### config.mk
export PLATFORM = sky130hd
export DESIGN_NAME = spi_slave
export DESIGN_NICKNAME = d
export VERILOG_FILES = /design/src/rtl/spi_slave.sv
export SDC_FILE = /design/constraint.sdc
export NUM_CORES = 1
export LEC_CHECK = 0
export ABC_AREA = 1
export CELL_PAD_IN_SITES_DETAIL_PLACEMENT = 1
export CELL_PAD_IN_SITES_GLOBAL_PLACEMENT = 1
export CORE_UTILIZATION = 38
export CTS_CLUSTER_DIAMETER = 100
export CTS_CLUSTER_SIZE = 25
export DETAILED_ROUTE_END_ITERATION = 8
export MAX_ROUTING_LAYER = met4
export PLACE_DENSITY = 0.76
export SETUP_SLACK_MARGIN = 0.5
export SKIP_LAST_GASP = 1
export SYNTH_ARGS = -nofsm -noshare
export SYNTH_HDL_FRONTEND = slang
export SYNTH_SLANG_ARGS = --single-unit
### constraint.sdc
create_clock -name clk -period 1.5 [get_ports clk]
set_input_delay 0.3 -clock clk [delete_from_list [all_inputs] [get_ports clk]]
set_output_delay 0.3 -clock clk [all_outputs]
set_load 0.02 [all_outputs]
### src/rtl/spi_slave.sv
// spi_slave: mode-0 (CPOL=0, CPHA=0), MSB-first SPI slave. The SPI pins are
// oversampled in the clk domain. Bytes shifted in from the master appear on
// rx_data with a one-clk rx_valid pulse. Bytes to send come from a one-deep
// holding register that is written with tx_load while tx_ready is high.
//
// Ports:
//   clk, reset            system clock, async active-high reset
//   sclk, cs_n, mosi      SPI inputs from the master (asynchronous to clk)
//   miso                  SPI data to the master (registered)
//   tx_data, tx_load      holding register write; ignored unless tx_ready=1
//   tx_ready              holding register is empty
//   rx_data, rx_valid     last complete received word, one-clk update pulse
//   tx_underrun           one-clk pulse: a word started with no data held
//   frame_error           one-clk pulse: cs_n rose in the middle of a word
module spi_slave #(
    parameter int DATA_WIDTH  = 8,
    parameter int SYNC_STAGES = 2
) (
    input  logic                  clk,
    input  logic                  reset,
    input  logic                  sclk,
    input  logic                  cs_n,
    input  logic                  mosi,
    output logic                  miso,
    input  logic [DATA_WIDTH-1:0] tx_data,
    input  logic                  tx_load,
    output logic                  tx_ready,
    output logic [DATA_WIDTH-1:0] rx_data,
    output logic                  rx_valid,
    output logic                  tx_underrun,
    output logic                  frame_error
);

    localparam logic [1:0] WAIT_IDLE = 2'd0;
    localparam logic [1:0] IDLE      = 2'd1;
    localparam logic [1:0] ACTIVE    = 2'd2;

    localparam int CW = (DATA_WIDTH > 2) ? $clog2(DATA_WIDTH) : 1;
    localparam int SW = $clog2(SYNC_STAGES + 2);

    // Input synchronizers plus history flops for edge detection
    logic [SYNC_STAGES-1:0] sclk_sync, cs_sync, mosi_sync;
    logic                   sclk_d, cs_d;
    logic                   sclk_s, cs_s, mosi_s;
    logic                   sclk_rise, sclk_fall, cs_rise, cs_fall;

    always_ff @(posedge clk or posedge reset) begin
        if (reset) begin
            sclk_sync <= '0;
            cs_sync   <= '1;
            mosi_sync <= '0;
            sclk_d    <= 1'b0;
            cs_d      <= 1'b1;
        end else begin
            sclk_sync <= {sclk_sync[SYNC_STAGES-2:0], sclk};
            cs_sync   <= {cs_sync[SYNC_STAGES-2:0], cs_n};
            mosi_sync <= {mosi_sync[SYNC_STAGES-2:0], mosi};
            sclk_d    <= sclk_s;
            cs_d      <= cs_s;
        end
    end

    assign sclk_s    = sclk_sync[SYNC_STAGES-1];
    assign cs_s      = cs_sync[SYNC_STAGES-1];
    assign mosi_s    = mosi_sync[SYNC_STAGES-1];
    assign sclk_rise = sclk_s & ~sclk_d;
    assign sclk_fall = ~sclk_s & sclk_d;
    assign cs_rise   = cs_s & ~cs_d;
    assign cs_fall   = ~cs_s & cs_d;

    logic [1:0]            state;
    logic [CW-1:0]         bit_cnt;
    logic [SW-1:0]         settle_cnt;
    logic [DATA_WIDTH-2:0] rx_shift;
    logic [DATA_WIDTH-1:0] rx_next;
    logic [DATA_WIDTH-1:0] tx_shift;
    logic [DATA_WIDTH-1:0] hold_data;
    logic                  hold_full;
    logic                  word_load;

    assign rx_next = {rx_shift, mosi_s};
    assign tx_ready = ~hold_full;

    // A word load happens at frame start and at every word-boundary falling
    // edge; a cs_n rise in the same cycle wins over the sclk edge.
    assign word_load = ((state == IDLE) && cs_fall) ||
                       ((state == ACTIVE) && !cs_rise && sclk_fall &&
                        (bit_cnt == '0));

    // Holding register. A load is only taken while empty and a consume only
    // matters while full, so the two never collide; a same-cycle load and
    // consume on an empty register underruns and then holds the new byte.
    always_ff @(posedge clk or posedge reset) begin
        if (reset) begin
            hold_full <= 1'b0;
            hold_data <= '0;
        end else if (tx_load && !hold_full) begin
            hold_full <= 1'b1;
            hold_data <= tx_data;
        end else if (word_load && hold_full) begin
            hold_full <= 1'b0;
        end
    end

    always_ff @(posedge clk or posedge reset) begin
        if (reset) begin
            state       <= WAIT_IDLE;
            bit_cnt     <= '0;
            settle_cnt  <= '0;
            rx_shift    <= '0;
            tx_shift    <= '0;
            rx_data     <= '0;
            rx_valid    <= 1'b0;
            tx_underrun <= 1'b0;
            frame_error <= 1'b0;
            miso        <= 1'b0;
        end else begin
            rx_valid    <= 1'b0;
            tx_underrun <= 1'b0;
            frame_error <= 1'b0;
            miso        <= (state == ACTIVE) ? tx_shift[DATA_WIDTH-1] : 1'b0;

            if (word_load) begin
                tx_shift    <= hold_full ? hold_data : '1;
                tx_underrun <= ~hold_full;
            end

            case (state)
                WAIT_IDLE: begin
                    // The synchronizer resets to cs_n=1, so a reset taken
                    // mid-frame would look idle until the real pin level has
                    // flushed through. Wait for that before trusting cs_s.
                    bit_cnt <= '0;
                    if (settle_cnt != SW'(SYNC_STAGES + 1))
                        settle_cnt <= settle_cnt + 1'b1;
                    else if (cs_s)
                        state <= IDLE;
                end
                IDLE: begin
                    bit_cnt <= '0;
                    if (cs_fall)
                        state <= ACTIVE;
                end
                ACTIVE: begin
                    if (cs_rise) begin
                        if (bit_cnt != '0)
                            frame_error <= 1'b1;
                        bit_cnt <= '0;
                        state   <= IDLE;
                    end else if (sclk_rise) begin
                        rx_shift <= rx_next[DATA_WIDTH-2:0];
                        if (bit_cnt == CW'(DATA_WIDTH - 1)) begin
                            rx_data  <= rx_next;
                            rx_valid <= 1'b1;
                            bit_cnt  <= '0;
                        end else begin
                            bit_cnt <= bit_cnt + 1'b1;
                        end
                    end else if (sclk_fall && (bit_cnt != '0)) begin
                        tx_shift <= {tx_shift[DATA_WIDTH-2:0], 1'b0};
                    end
                end
                default: state <= WAIT_IDLE;
            endcase
        end
    end

endmodule

# Word level (Yosys, flattened, before mapping)
# Index checks and enable logic that the tools add are counted.
[word_totals] ff_bits=51 latch_bits=0 ram_bits=0 rom_bits=0 in_bits=14 wordCells=85 mem_count=0
[classes] addsub=2 multipliers=0 div_mod_pow=0 magnitude_cmp=0 eq_ne=9 shifts=0 mux=26 n_bitwise=10 reduce_logical=21
[ops] cell="$mux W8" count=6
[ops] cell="$mux W1" count=11
[ops] cell="$ne A2 B2 Y1 const B" count=5
[ops] cell="$mux W3" count=3
[ops] cell="$mux W2" count=4
[ops] cell="$reduce_and A4 Y1" count=2
[ops] cell="$logic_and A1 B1 Y1" count=7
[ops] cell="$not A1 Y1" count=6
[ops] cell="$pmux W2 S3" count=1
[ops] cell="$pmux W3 S2" count=1
[ops] cell="$and A1 B1 Y1" count=4
[ops] cell="$reduce_and A2 Y1" count=2
[ops] cell="$reduce_bool A2 Y1" count=2
[ops] cell="$add A3 B1 Y3 const B" count=1
[ops] cell="$eq A3 B3 Y1 const B" count=1
[ops] cell="$logic_not A3 Y1" count=1
[ops] cell="$ne A3 B3 Y1 const B" count=1
[ops] cell="$reduce_and A3 Y1" count=1
[ops] cell="$reduce_bool A3 Y1" count=1
[ops] cell="$add A2 B1 Y2 const B" count=1
[ops] cell="$eq A2 B1 Y1 const B" count=1
[ops] cell="$eq A2 B2 Y1 const B" count=1
[ops] cell="$logic_not A1 Y1" count=2
[ops] cell="$logic_not A2 Y1" count=1
[ops] cell="other kinds (2)" count=2

# Longest topological paths before layout
# Gate-level depths: netlist of the first run.
[logic_depth] depth_word=12 ltp_mapped=9

# Worst setup path after synthesis of the first run
# No wires, ideal clock.
[synth_path] path_kind="flip-flop to flip-flop" from="register cs_sync[1]" to="register tx_shift[1]" setup_time_ns=0.118 t_arrival_ns=1.255 path_slack_ns=0.127 path_stages_with_launch=8 path_buffers=0 period_less_slack_ns=1.373 path_cell_list="dfstp_2 -> inv_1 -> nor2_4 -> inv_1 -> nand2_1 -> inv_1 -> nand2_1 -> nand2_1"
[synth_between] elab_chain_len=11 elab_cells_between_ends=14 classes_between="mux (5); bitwise (3); reduce/logical (6)"
[synth_rtl] item="start: declaration" line_no="42" source="logic [SYNC_STAGES-1:0] sclk_sync, cs_sync, mosi_sync;"
[synth_rtl] item="start signal: assignment" line_no="56" source="cs_sync <= {cs_sync[SYNC_STAGES-2:0], cs_n};"
[synth_rtl] item="$and A1 B1 Y1" line_no="68" source="assign cs_rise = cs_s & ~cs_d;"
[synth_rtl] item="$logic_not A1 Y1" line_no="87" source="((state == ACTIVE) && !cs_rise && sclk_fall &&"
[synth_rtl] item="$logic_and A1 B1 Y1 (3 in series)" line_no="87"
[synth_rtl] item="$logic_or A1 B1 Y1" line_no="86" source="assign word_load = ((state == IDLE) && cs_fall) ||"
[synth_rtl] item="$mux W8" line_no="123" source="if (word_load) begin"
[synth_rtl] item="$mux W8" line_no="159" source="end else if (sclk_fall && (bit_cnt != '0)) begin"
[synth_rtl] item="$mux W8" line_no="150" source="end else if (sclk_rise) begin"
[synth_rtl] item="$mux W8" line_no="145" source="if (cs_rise) begin"
[synth_rtl] item="$mux W8 (*)" line_no="128" source="case (state)"
[synth_rtl] item="end signal: assignment" line_no="124" source="tx_shift <= hold_full ? hold_data : '1;"
[synth_rtl] item="end signal: assignment" line_no="160" source="tx_shift <= {tx_shift[DATA_WIDTH-2:0], 1'b0};"
[synth_rtl] item="end: declaration" line_no="76" source="logic [DATA_WIDTH-1:0] tx_shift;"
# Mark *: on every way between the ends. The rest lies on a longest branch, timed or not.
# A chain may end at the register's enable or synchronous reset.

# Final worst setup path of the first run
[layout_path] from="register cs_sync[1]" to="register state[0]"
[layout_between] elab_chain_len=4 elab_cells_between_ends=7 classes_between="eq/ne (3); bitwise (3); reduce/logical (1)"
[layout_rtl] item="$not A1 Y1" line_no="69" source="assign cs_fall = ~cs_s & cs_d;"
[layout_rtl] item="$and A1 B1 Y1" line_no="69"
[layout_rtl] item="$ne A2 B2 Y1 (no source line)"
[layout_rtl] item="$reduce_and A4 Y1 (no source line) (*)"
[layout_rtl] item="end signal: assignment" line_no="107" source="state <= WAIT_IDLE;"
[layout_rtl] item="end signal: assignment" line_no="137" source="state <= IDLE;"
[layout_rtl] item="end signal: assignment" line_no="142" source="state <= ACTIVE;"
[layout_rtl] item="end: declaration" line_no="71" source="logic [1:0] state;"
# Marked as above.

==> metrics.yaml, run 1 <==
ios: 27
core_area_sq_um: 5470
startpoint: "cs_sync[1]"
diodes: 0
powerDensity_nw_per_um2: 1330
ctsHoldBuffers: 0
cts.path.max_buffers: 2
slew_viol_final: 0
vias: 1766
clkSlewWorstSetupHoldPaths_ps: 90
arrival_ps: 1690
skew_ps: 2.03
fin_crit_ps: 1510
fin_setup_tns_ps: -5.14
vias_per_cell: 4.96
yosysWarningCount: 0
layout.nets: 301
r2r_start: "cs_sync[1]"
ys_ff_latch: 51
seq_power_share_pct: 44.2
rsz0062_at_grt: "true"
drc_errors: 0
avgSynthCellArea_sq_um: 10.1
nFillCells: 606
cp.required_ps: 1690
power_mw: 4.25
status: "finished with violations"
crit_path_end: "state[0]"
min_path_type: "primary input to asynchronous set/reset pin"
p_int_mw: 2.76
grt_antenna_before_repair: 0
firstDrtPassIters: 4
placedCellCount: 315
synth_fp_nets: 231
ir_worst_vdd_v: 0.000843
h-tree-depth: 2
grt_pass1_vias: 1782
stdcell_count: 356
drv_cap: 0
fp.dieW_um: 77.2
p_clk_share_pct: 18.5
cp-start-kind: "register"
yosysSeqAreaShare_pct: 59.5
final_util_pct: 58.2
numClockSinks: 51
ys_types: 25
cts_root_buf: "clkbuf_8"
cts-buffers-inserted: 5
tightest_slew_ps: 355
drive_gt1_share_pct: 43.3
cts_tree: "yes"
first_iter_violations: 72
worst_setup_path_end_kind: "register"
syn2layout_area_growth_pct: 48.3
relSlewSlack_pct: 76.3
failed_checks: "setup timing"
setup_viol: 1
avgRoutedWirePerCell_um: 17.0
synth_area_sq_um: 2150
grt-ovfl-total: 0
synthArstFlopShare_pct: 100
std_cell_rows: 27
grt_first_pass_wirelength_mm: 8.68
p_leak_nw: 1.50
r2r_slack_ps: -5
rr_worst_depth: 5
setup_ws_ps: -5.14
hpwl_mm: 3.01
p_comb_share_pct: 37.3
synth_cells: 213
multiInputGateArea_sq_um: 993
grt_max_degree: 18
grtUsageTotal_pct: 19.3
fmaxAchievable_mhz: 664
synth_edf_count: 0
synth_ff_type: "dfrtp_1"
switchingPower_mw: 1.49
initial_core_util_pct: 39.3
io_buffers: 26
worstSetupPathType: "register to register"
finalHoldViolCount: 0
switching_share_pct: 35.1
r2r_end: "state[0]"
detail-route-antenna-nets: 0
wirelength_mm: 6.07
clk-insertion-delay-late_ps: 300
die_y_um: 77.2
die-area_sq_um: 5960
cp_max_fo: 8
fin_area_sq_um: 3190
seq_area_sq_um: 1280
post-route-period-util_pct: 100
dpl-instance-area_sq_um: 2580
gp_congestion: 0.760
-- repair_timing --
| action | in CTS | in global routing |
|---|---|---|
| buffers inserted | 16 | 11 |
| pin swaps | 8 | 10 |
| resized for setup | 98 | 34 |
| hold endpoints to repair | 0 | 0 |
| setup endpoints to repair | 55 | 55 |
| gates cloned | 5 | 1 |
-- logic make-up (layout without fill, tap and decap cells) --
group,count (synthesis),in the layout,synth area share (%)
simple gates,94,99,20.9
flops,51,51,59.5
buf+inv,33,99,6.17
compound gates,22,22,6.46
mux,8,8,4.19
fa+ha+maj,4,4,2.33
xor+xnor,1,1,0.408
-- critical path, stage by stage (launching register included) --
cell	delay, ps
dfstp_2	570
inv_4	50
nor2_4	190
nor2_8	100
buf_4	150
o31ai_1	330
-- power by group through the flow --
stage / clock, mW / sequential, mW / combinational, mW
2_1_floorplan: 0 / 1.83 / 0.678
3_5_place_dp: 0 / 1.86 / 0.952
6_report: 0.785 / 1.88 / 1.59
5_1_grt: 0.862 / 1.90 / 1.72
3_3_place_gp: 0 / 1.85 / 0.908
4_1_cts: 0.805 / 1.84 / 1.27
-- cell type report --
cell class / count / area share (%)
Timing Repair Buffer: 60 / 19.0
Tap cell: 72 / 2.83
Inverter: 31 / 4.08
Sequential cell: 51 / 40.2
Clock inverter: 2 / 0.393
Multi-Input combinational cell: 134 / 31.2
Clock buffer: 6 / 2.28
-- routing by layer --
metal / GRT usage [%] / up-vias / wire length (um)
met5: - / - / 0
li1: - / 822 / -
met2: 33.7 / 28 / 3500
met4: 6.42 / 0 / 104
met1: 22.2 / 901 / 2370
met3: 3.57 / 15 / 95
-- registers in the layout, summed over array words and instances (netlist names), 2 cells and up --
name and count:
state 2, settle_cnt 2, cs_sync 2, rx_shift 7, rx_data 8, tx_shift 8
mosi_sync 2, hold_data 8, bit_cnt 3, sclk_sync 2
-- worst min path at each step --
stage,cells after the start,slack (ps),end,from
floorplan,0,300,cs_sync[0],cs_n
global placement,0,340,mosi_sync[1],mosi_sync[0]
detailed placement,0,340,mosi_sync[1],mosi_sync[0]
CTS,2,300,mosi_sync[0],reset
global route,2,320,mosi_sync[0],reset
finish,2,300,mosi_sync[1],reset
-- through the flow --
stage / hold slack, ps / worst slack (ps)
after detailed placement: 338 / 40.1
after CTS: 297 / 122
after global placement: 336 / 68.9
after floorplan: 304 / 221
final: 298 / -5.14
after global routing: 322 / -72.9
-- cell usage in the layout (no fill, tap or decap), types with 2 or more instances in the layout --
cell type | synthesis | routed
nand3_4 | 0 | 3
o21ai_2 | 7 | 11
nand2_8 | 0 | 3
nand3b_1 | 2 | 2
nand2_2 | 2 | 7
mux2_2 | 8 | 3
nor2_2 | 0 | 3
nand2_4 | 1 | 5
nor2_4 | 1 | 4
nand3_1 | 18 | 13
o21ai_0 | 4 | 3
o21ai_1 | 8 | 5
clkinvlp_4 | 0 | 2
buf_6 | 1 | 18
nor2_1 | 17 | 11
buf_12 | 0 | 2
ha_2 | 0 | 2
clkdlybuf4s50_1 | 0 | 12
mux2_4 | 0 | 5
clkbuf_8 | 0 | 5
inv_2 | 3 | 4
inv_1 | 27 | 21
inv_4 | 0 | 4
dfstp_2 | 3 | 3
nand2_1 | 49 | 41
dfrtp_1 | 48 | 47
buf_4 | 0 | 25
nand3_2 | 2 | 5
-- synthesized netlist by cell type (3+ instances only) --
cell,count,area share [%]
inv_2,3,0.52
o21ai_2,7,2.9
mux2_2,8,4.2
o21ai_1,8,1.9
o21ai_0,4,0.93
dfstp_2,3,3.7
ha_1,4,2.3
nand3_1,18,4.2
nand2_1,49,8.6
nor2_1,17,3.0
inv_1,27,4.7
dfrtp_1,48,56
Note: power is estimated with default switching activity, not from simulation.
==> run 2: changes to the inputs <==
- CORE_MARGIN: unset -> 2
==> metrics.yaml, run 2 (synthesized netlist as in run 1, its figures left out) <==
status: "finished, final reports clean"
numClockSinks: 51  # unchanged
multiInputGateArea_sq_um: 1060  # +6.8%
wirelength_mm: 5.74  # -5.4%
cp.required_ps: 1720  # +30 ps
h-tree-depth: 2  # unchanged
drive_gt1_share_pct: 48.6  # +5.3 points
layout.nets: 303  # +0.66%
r2r_slack_ps: 70  # +80 ps
rr_worst_depth: 8  # +3
p_leak_nw: 1.55  # +3.5%
die_y_um: 79.2  # +2.6%
relSlewSlack_pct: 75.9  # -0.47 points
setup_viol: 0  # -1
clk-insertion-delay-late_ps: 300  # about the same
grt_pass1_vias: 1774  # -0.45%
grt_antenna_before_repair: 0  # unchanged
first_iter_violations: 27  # -63%
final_util_pct: 59.6  # +1.4 points
std_cell_rows: 27  # unchanged
syn2layout_area_growth_pct: 51.8
cts-buffers-inserted: 5  # unchanged
powerDensity_nw_per_um2: 1360  # +1.7%
worst_setup_path_end_kind: "register"
slew_viol_final: 0  # unchanged
post-route-period-util_pct: 95.3  # -5.1 points
top_regs: "hold_data x8, rx_data x8, tx_shift x8"
grtUsageTotal_pct: 18.6  # -0.72 points
fmaxAchievable_mhz: 700  # +5.3%
fp.dieW_um: 79.2  # +2.6%
r2r_end: "tx_shift[0]"
cts_tree: "yes"
rsz0062_at_grt: "true"
diodes: 0  # unchanged
cts.path.max_buffers: 2  # unchanged
vias: 1764  # -0.11%
hold_path_end: "mosi_sync[1]"
grt-ovfl-total: 0  # unchanged
ir_worst_vdd_v: 0.00132  # +57%
vias_per_cell: 4.93  # -0.67%
gp_congestion: 0.723  # -4.9%
skew_ps: 5.90  # +3.87 ps
cts_root_buf: "clkbuf_8"
cp_max_fo: 8  # unchanged
initial_core_util_pct: 39.3  # unchanged
finalHoldViolCount: 0  # unchanged
worstSetupPathType: "register to register"
ios: 27  # unchanged
seq_area_sq_um: 1280  # unchanged
grt_max_degree: 52  # +34
fin_setup_tns_ps: 0  # +5.14 ps
detail-route-antenna-nets: 0  # unchanged
cp-start-kind: "register"
nFillCells: 602  # -0.66%
hp-start: "mosi_sync[0]"
io_buffers: 26  # unchanged
final_cell_mix: "dfrtp_1, nand2_1, buf_4, inv_1, buf_6"
fin_crit_ps: 1430  # -76.2 ps
arrival_ps: 1650  # -40 ps
die-area_sq_um: 6270  # +5.2%
grt_first_pass_wirelength_mm: 8.66  # -0.24%
drc_errors: 0  # unchanged
avgRoutedWirePerCell_um: 16.0  # -5.9%
firstDrtPassIters: 4  # unchanged
clkSlewWorstSetupHoldPaths_ps: 90  # about the same
core_area_sq_um: 5470  # unchanged
final_common_cell: "dfrtp_1"
holdPathStages: 0
ctsHoldBuffers: 0  # unchanged
drv_cap: 0  # unchanged
hpwl_mm: 2.85  # -5.1%
min_path_type: "register to register"
tightest_slew_ps: 362  # +7.07 ps
r2r_start: "cs_sync[1]"
-- run 2: cell count changes in the layout (fill, tap and decap cells not counted), sizes merged --
cell,before,now
buf,46,47
clkbuf,6,7
clkinvlp,2,1
nand4,1,2
-- run 2: layout make-up --
cell class | instances | area share, %
multi-input cells | 135 | 32.5
flip-flops and latches | 51 | 39.3
repair buffers | 61 | 18.6
well taps | 72 | 2.76
clock buffers | 7 | 2.65
inverters | 31 | 4.10
clock inverters | 1 | 0.153
-- run 2: how the worst max path moves through the flow --
| stage | from | end | slack [ps] | depth (start not counted) |
|---|---|---|---|---|
| finish | cs_sync[1] | tx_shift[0] | 70 | 8 |
| global route | cs_sync[1] | bit_cnt[1] | -40 | 8 |
| CTS | cs_d | rx_data[0] | 90 | 5 |
| detailed placement | cs_sync[1] | rx_data[7] | 70 | 7 |
| global placement | bit_cnt[0] | rx_data[7] | 60 | 6 |
| floorplan | cs_d | rx_data[0] | 220 | 6 |
-- run 2: stage by stage --
stage	power [mW]	hold slack (ps)	instance area, sq um	setup slack [ps]	std cells
5_1_grt	4.67	366	3260	-36.7	358
4_1_cts	4.15	358	3080	91.1	344
3_3_place_gp	2.75	332	2560	62.4	313
3_5_place_dp	2.81	337	2560	72.9	313
6_report	4.42	355	3260	71.1	358
2_1_floorplan	2.51	304	2190	221	213
-- run 2: worst max-delay path, cell delays in order, from the launching register on --
cell     delay [ps]
dfstp_2         570
inv_4            40
nor2_4          170
nor2_8           80
nand2_4         120
nand2_4          90
inv_4            70
nor2_1           40
nor2_1          140
-- run 2: timing repair --
item                       4_1_cts  5_1_grt
resized for setup              127       24
buffers inserted                16       14
pin swaps                       15       11
cloned                           7        0
hold endpoints to repair         0        0
setup endpoints to repair       55       55
-- run 2: layer usage --
metal | track usage, % | share of wire (%) | vias to the layer above
met5 | - | 0 | -
met4 | 6.38 | 1.5 | 0
met3 | 4.20 | 2.2 | 8
met2 | 30.9 | 57 | 26
met1 | 22.5 | 40 | 898
li1 | - | - | 832
-- run 2: where the power goes --
| group | switching (mW) | internal, mW |
|---|---|---|
| Combinational | 0.874 | 0.860 |
| Sequential | 0.207 | 1.67 |
| Clock | 0.439 | 0.373 |
